[src/rtl/audio_dac_serializer.sv]
// audio_dac_serializer: stereo I2S / left-justified DAC serial transmitter with a frame FIFO.
// Ports:
//   clk_clk, reset_reset_n      system clock (>= 4x BCLK), asynchronous active-low reset
//   enable, mute                transmitter enable; mute forces DACDAT low while the FIFO keeps draining
//   sink_data/valid/ready       stereo frame sink, {left, right}, two's complement
//   audio_BCLK, audio_DACLRCK   codec-mastered bit and LR clocks (asynchronous)
//   audio_DACDAT                serial data to the codec
//   fifo_level                  frames currently buffered
//   underrun_count/clear        saturating count of frames sent as silence for lack of data
module audio_dac_serializer #(
    parameter int DATA_WIDTH = 24,
    parameter int FIFO_DEPTH = 16,
    parameter int FORMAT     = 0,
    parameter int SLOT_BITS  = 32
) (
    input  logic                          clk_clk,
    input  logic                          reset_reset_n,
    input  logic                          enable,
    input  logic                          mute,
    input  logic [2*DATA_WIDTH-1:0]       sink_data,
    input  logic                          sink_valid,
    output logic                          sink_ready,
    input  logic                          audio_BCLK,
    input  logic                          audio_DACLRCK,
    output logic                          audio_DACDAT,
    output logic [$clog2(FIFO_DEPTH):0]   fifo_level,
    output logic [15:0]                   underrun_count,
    input  logic                          underrun_clear
);
    localparam int AW  = $clog2(FIFO_DEPTH);
    localparam int CW  = $clog2(SLOT_BITS);
    localparam int OFF = (FORMAT == 0) ? 1 : 0;
    localparam logic [CW-1:0] CNT_MAX  = CW'(SLOT_BITS - 1);
    localparam logic [AW:0]   FULL_LVL = (AW + 1)'(FIFO_DEPTH);

    typedef enum logic [1:0] {IDLE, LEFT, RIGHT} state_t;

    state_t                  state, state_nxt;
    logic [2:0]              bclk_sync, lrck_sync;
    logic                    bclk_fall, lr_fall, lr_rise, left_edge, right_edge;
    logic [2*DATA_WIDTH-1:0] mem [FIFO_DEPTH];
    logic [2*DATA_WIDTH-1:0] head;
    logic [AW-1:0]           wr_ptr, rd_ptr;
    logic                    ready_en, enable_d, full, empty, push, pop, flush;
    logic                    load, underrun, restart, dacdat_nxt;
    logic [CW-1:0]           bit_cnt, cnt_nxt;
    logic [DATA_WIDTH-1:0]   left_r, right_r, ld_left, ld_right, cur_sample, shifted;
    logic [31:0]             k;

    // [0],[1] synchronise; [2] holds the previous synchronised value for edge detection
    always_ff @(posedge clk_clk or negedge reset_reset_n) begin
        if (!reset_reset_n) begin
            bclk_sync <= '0;
            lrck_sync <= '0;
        end else begin
            bclk_sync <= {bclk_sync[1:0], audio_BCLK};
            lrck_sync <= {lrck_sync[1:0], audio_DACLRCK};
        end
    end

    assign bclk_fall  = bclk_sync[2] & ~bclk_sync[1];
    assign lr_fall    = lrck_sync[2] & ~lrck_sync[1];
    assign lr_rise    = ~lrck_sync[2] & lrck_sync[1];
    assign left_edge  = bclk_fall & ((FORMAT == 0) ? lr_fall : lr_rise);
    assign right_edge = bclk_fall & ((FORMAT == 0) ? lr_rise : lr_fall);

    assign full       = fifo_level == FULL_LVL;
    assign empty      = fifo_level == '0;
    assign sink_ready = ready_en & ~full;
    assign push       = sink_valid & sink_ready;
    assign flush      = enable_d & ~enable;
    assign head       = mem[rd_ptr];

    always_ff @(posedge clk_clk) begin
        if (push) mem[wr_ptr] <= sink_data;
    end

    // a push landing in the flush cycle is discarded so the level is empty right after disable
    always_ff @(posedge clk_clk or negedge reset_reset_n) begin
        if (!reset_reset_n) begin
            wr_ptr     <= '0;
            rd_ptr     <= '0;
            fifo_level <= '0;
            ready_en   <= 1'b0;
            enable_d   <= 1'b0;
        end else begin
            ready_en <= 1'b1;
            enable_d <= enable;
            if (flush) begin
                wr_ptr     <= '0;
                rd_ptr     <= '0;
                fifo_level <= '0;
            end else begin
                if (push) wr_ptr <= wr_ptr + 1'b1;
                if (pop) rd_ptr <= rd_ptr + 1'b1;
                fifo_level <= fifo_level + {{AW{1'b0}}, push} - {{AW{1'b0}}, pop};
            end
        end
    end

    always_ff @(posedge clk_clk or negedge reset_reset_n) begin
        if (!reset_reset_n) state <= IDLE;
        else state <= state_nxt;
    end

    always_comb begin
        state_nxt = !enable ? IDLE :
                    left_edge ? LEFT :
                    (right_edge && state == LEFT) ? RIGHT : state;
    end

    // the bit for the new count is computed here so DACDAT lands on the same edge as the count
    always_comb begin
        load       = enable & left_edge;
        pop        = load & ~empty;
        underrun   = load & empty;
        restart    = load | (enable & right_edge & (state == LEFT));
        cnt_nxt    = restart ? '0 : (bit_cnt == CNT_MAX) ? bit_cnt : bit_cnt + 1'b1;
        ld_left    = empty ? '0 : head[2*DATA_WIDTH-1:DATA_WIDTH];
        ld_right   = empty ? '0 : head[DATA_WIDTH-1:0];
        cur_sample = load ? ld_left : (state_nxt == RIGHT) ? right_r : left_r;
        k          = 32'(cnt_nxt) - 32'(OFF);
        shifted    = cur_sample >> (32'(DATA_WIDTH - 1) - k);
        dacdat_nxt = !enable ? 1'b0 :
                     !bclk_fall ? audio_DACDAT :
                     (state_nxt == IDLE || mute || k >= 32'(DATA_WIDTH)) ? 1'b0 : shifted[0];
    end

    always_ff @(posedge clk_clk or negedge reset_reset_n) begin
        if (!reset_reset_n) begin
            audio_DACDAT   <= 1'b0;
            bit_cnt        <= '0;
            left_r         <= '0;
            right_r        <= '0;
            underrun_count <= '0;
        end else begin
            audio_DACDAT <= dacdat_nxt;
            if (bclk_fall && state_nxt != IDLE) bit_cnt <= cnt_nxt;
            if (load) begin
                left_r  <= ld_left;
                right_r <= ld_right;
            end
            underrun_count <= underrun_clear ? '0 :
                              (underrun && underrun_count != 16'hFFFF) ? underrun_count + 16'd1 :
                              underrun_count;
        end
    end
endmodule

[config.mk]
export PLATFORM = sky130hd
export DESIGN_NAME = audio_dac_serializer
export DESIGN_NICKNAME = d
export VERILOG_FILES = /design/src/rtl/audio_dac_serializer.sv
export SDC_FILE = /design/constraint.sdc
export NUM_CORES = 1
export LEC_CHECK = 0
export ABC_AREA = 1
export CAP_MARGIN = 25
export CORE_AREA = 2 2 267 269
export CTS_BUF_LIST = sky130_fd_sc_hd__clkbuf_8
export CTS_CLUSTER_DIAMETER = 40
export DETAILED_ROUTE_END_ITERATION = 8
export DIE_AREA = 0 0 269 271
export HOLD_SLACK_MARGIN = 0.1
export PLACE_DENSITY = 0.72
export SLEW_MARGIN = 10
export SYNTH_ARGS = -nofsm -noshare
export SYNTH_HDL_FRONTEND = slang
export SYNTH_SLANG_ARGS = --single-unit
export TNS_END_PERCENT = 100
[constraint.sdc]
create_clock -name clk_clk -period 4.3 [get_ports clk_clk]
set_input_delay 1.075 -clock clk_clk [delete_from_list [all_inputs] [get_ports clk_clk]]
set_output_delay 1.075 -clock clk_clk [all_outputs]
set_load 0.1 [all_outputs]
==> results.txt <==
For this design the top-level I/O count stands at 79. The number of distinct library cells after synthesis came out at 50. The y dimension of the die came out at 271 um. The endpoint arrival time on the critical path came out at 2.76 ns. The clock sink count is 861.

The fraction of layout cells with a size suffix above 1 is 0.0900. In this run the tightest slew margin relative to its limit is 0.291. After floorplanning, the core was divided into 97 placement rows.

The final clock skew came out at 0.0256 ns. After the last flow step, the layout net total stands at 2926. The total of flip-flops plus latches after synthesis is 861. In the synthesized netlist the dominant register cell turns out to be edfxtp_1.

By instance count, the leading cell after synthesis is edfxtp_1. The warning count from the yosys run is 0. The library cell used as clock root buffer is clkbuf_8. The quantity of hold-fixing buffers added after cts came out at 0. The measured slew at the worst slew-check pin came out at 1.06 ns.

The highest achievable clock rate came out at 261 MHz. In this run the worst hold path is classified as reg -> reg. Counting instances in the post-synthesis netlist gives the leading cell types as 768 x edfxtp_1, 480 x nor2_1, 427 x o21ai_0.

The final weighted congestion in routability-driven placement came out at 0.878. The setup TNS came out at 0 ns. The synthesized area came out at 34600 sq um. The number of enable flip-flop cells after synthesis is 768. The sequential cell area fraction in the yosys report came out at 0.733.

The number of search-and-repair iterations in the first detailed-routing pass is 6. The die boundary width came out at 269 um. The async set-or-reset flop fraction in the synthesized netlist came out at 0.108.

The setup-violating endpoint count in the final report is 0. Using the TritonRoute via totals, the vias-per-cell ratio works out to 5.82. The depth of the CTS H-tree came out at 4. The number of buffers created by CTS is 137. The post-CTS setup repair buffer count came out at 0. The pin count of the biggest net entering global routing is 162. The core area came out at 69800 sq um. The required time at the worst-slack endpoint came out at 3.22 ns. The average instance in the mapped netlist occupies 12.5 sq um.

The maximum ir drop on the vdd rail is 0.366 mV. The number of cells upsized or downsized after cts came out at 0. The worst setup path is launched from a flop. The instance area at placement is 36600 sq um. The flow ran to the end, and the final reports show no timing, DRC or antenna violations. The initial core utilization came out at 0.496. The wire length reported by the detailed router is 84.7 mm. The number of maximum-capacitance constraint violations came out at 0. The synthesized design spends more area on one cell type than any other, namely edfxtp_1. The count of port buffers added during placement is 78. STA classifies the critical path endpoint as an output pin. The global-route usage over all layers came out at 0.233.

The total congestion overflow after global routing is 0. For this run, the share of the core covered by cells in the final layout is 0.560. By area the synthesized netlist is led by edfxtp_1 67%, dfrtp_1 6.7%, o21ai_0 6.2%. Setup repair after global routing left no endpoint under its margin. In this run the worst path has a maximum fanout of 3.

The clock tree from TritonCTS is yes. The fraction of synthesized cell area taken by the top area cell type came out at 0.666. The total via count after detailed routing came out at 22700. Once routing completed, OpenROAD measured the worst setup slack at 0.465 ns.

The routed wirelength normalized by instance count is 21.7 um. The first-pass GRT wire length came out at 129 mm. The clock tree buffer depth came out at 3.

The area of all placed cells without fillers is 39100 sq um. The worst path needs 3.84 ns of the cycle, external delays included. The setup slack at placement is 0.555 ns.

The count of nets left with antenna violations once routing finished came out at 0. The count of final hold-check violations came out at 0. The synthesis-to-finish area growth came out at 12.8%. The final-report max-slew violation count is 0. The number of global-route vias before repair came out at 22300. The total DRC errors in the routed layout came out at 0. The synthesized net count came out at 2836. The number of antenna violations at the first check in global routing came out at 3. The clock transition at the registers of the reported paths is 0.05 ns. The floorplan die area came out at 72900 sq um. The cell area power density came out at 462 nW/um^2.

The sum of net half-perimeters after detailed placement came out at 42.9 mm. In the synthesized netlist, the number of instances is 2763. The clock latency on the worst-skew pair came out at 0.79 ns. Summed over all cells, the static leakage comes to 13.6 nW.

The critical path in this run is classified as reg -> out. The final worst-path cycle share is 0.892. The starting DRC count in detailed routing is 2514.
-- cells by family after synthesis --
family | share of synthesized area
xor gates and xnor gates | 0.00249
buffers and inverters | 0.0314
other | 0.000108
DFF | 0.733
AOI/OAI and AO/OA | 0.116
adders and majority gates | 0.00636
and+or+nand+nor | 0.111
-- cell usage in the layout, fill, tap and decap left out, types with 30 or more instances in the layout --
master,instances
nor2_1,464
clkbuf_8,144
a21oi_1,30
nand3_1,126
edfxtp_1,768
o221ai_1,101
o21ai_0,427
buf_4,31
dfrtp_1,89
o211ai_1,56
clkdlybuf4s50_1,77
nand2_1,290
inv_1,136
o22ai_1,43
-- metrics by stage --
stage	instances	hold slack, ns	power, mW
2_1_floorplan	2763	0.331	11.1
3_3_place_gp	3654	0.343	11.8
3_5_place_dp	3654	0.336	11.9
4_1_cts	3897	0.360	18.1
5_1_grt	3898	0.375	18.8
6_report	3899	0.355	18.0
-- final timing paths --
kind	endpoint	slack, ns	startpoint	cells after the start
max	sink_ready	0.46	fifo_level[2]$_DFF_PN0_	6
min	lrck_sync[1]$_DFF_PN0_	0.35	lrck_sync[0]$_DFF_PN0_	0
max reg2reg	audio_DACDAT$_DFFE_PN0P_	1.00	rd_ptr[0]$_DFFE_PN0P_	13
min reg2reg	lrck_sync[1]$_DFF_PN0_	0.35	lrck_sync[0]$_DFF_PN0_	0
max in group asynchronous	left_r[2]$_DFFE_PN0P_	2.96	reset_reset_n	2
min in group asynchronous	ready_en$_DFF_PN0_	0.38	reset_reset_n	1
-- registers in the layout, indices dropped and copies added, names as in the netlist, 2 cells and up --
name            flops
bclk_sync           3
bit_cnt             5
fifo_level          5
left_r             24
lrck_sync           3
mem               768
rd_ptr              4
right_r            24
state               2
underrun_count     16
wr_ptr              4
-- worst max-delay path, stage by stage, from the launching register on --
cell and delay, ns:
dfrtp_1 0.37, inv_1 0.07, ha_1 0.21, nand3_1 0.08, nand2_1 0.05, inv_1 0.07
clkdlybuf4s50_1 1.13
-- layer usage --
layer	vias to the layer above	part of all wire	GRT usage
li1	10300	-	-
met2	1059	0.48	0.373
met5	-	0.00013	0
met4	2	0.026	0.0885
met3	181	0.083	0.0446
met1	11200	0.41	0.318
-- area by class of cell --
cell class	count	area (sq um)
Antenna cell	2	5.00
Clock buffer	144	1980
Clock inverter	99	483
Fill cell	5488	30700
Inverter	89	347
Multi-Input combinational cell	1637	8280
Sequential cell	861	25400
Tap cell	940	1180
Timing Repair Buffer	127	1380
-- report_power, final --
part	switching [mW]	internal, mW
combinational	1.47	0.632
sequential	0.152	9.47
clock	3.09	3.22
total	4.72	13.3
Note: power is estimated with default switching activity, not from simulation.
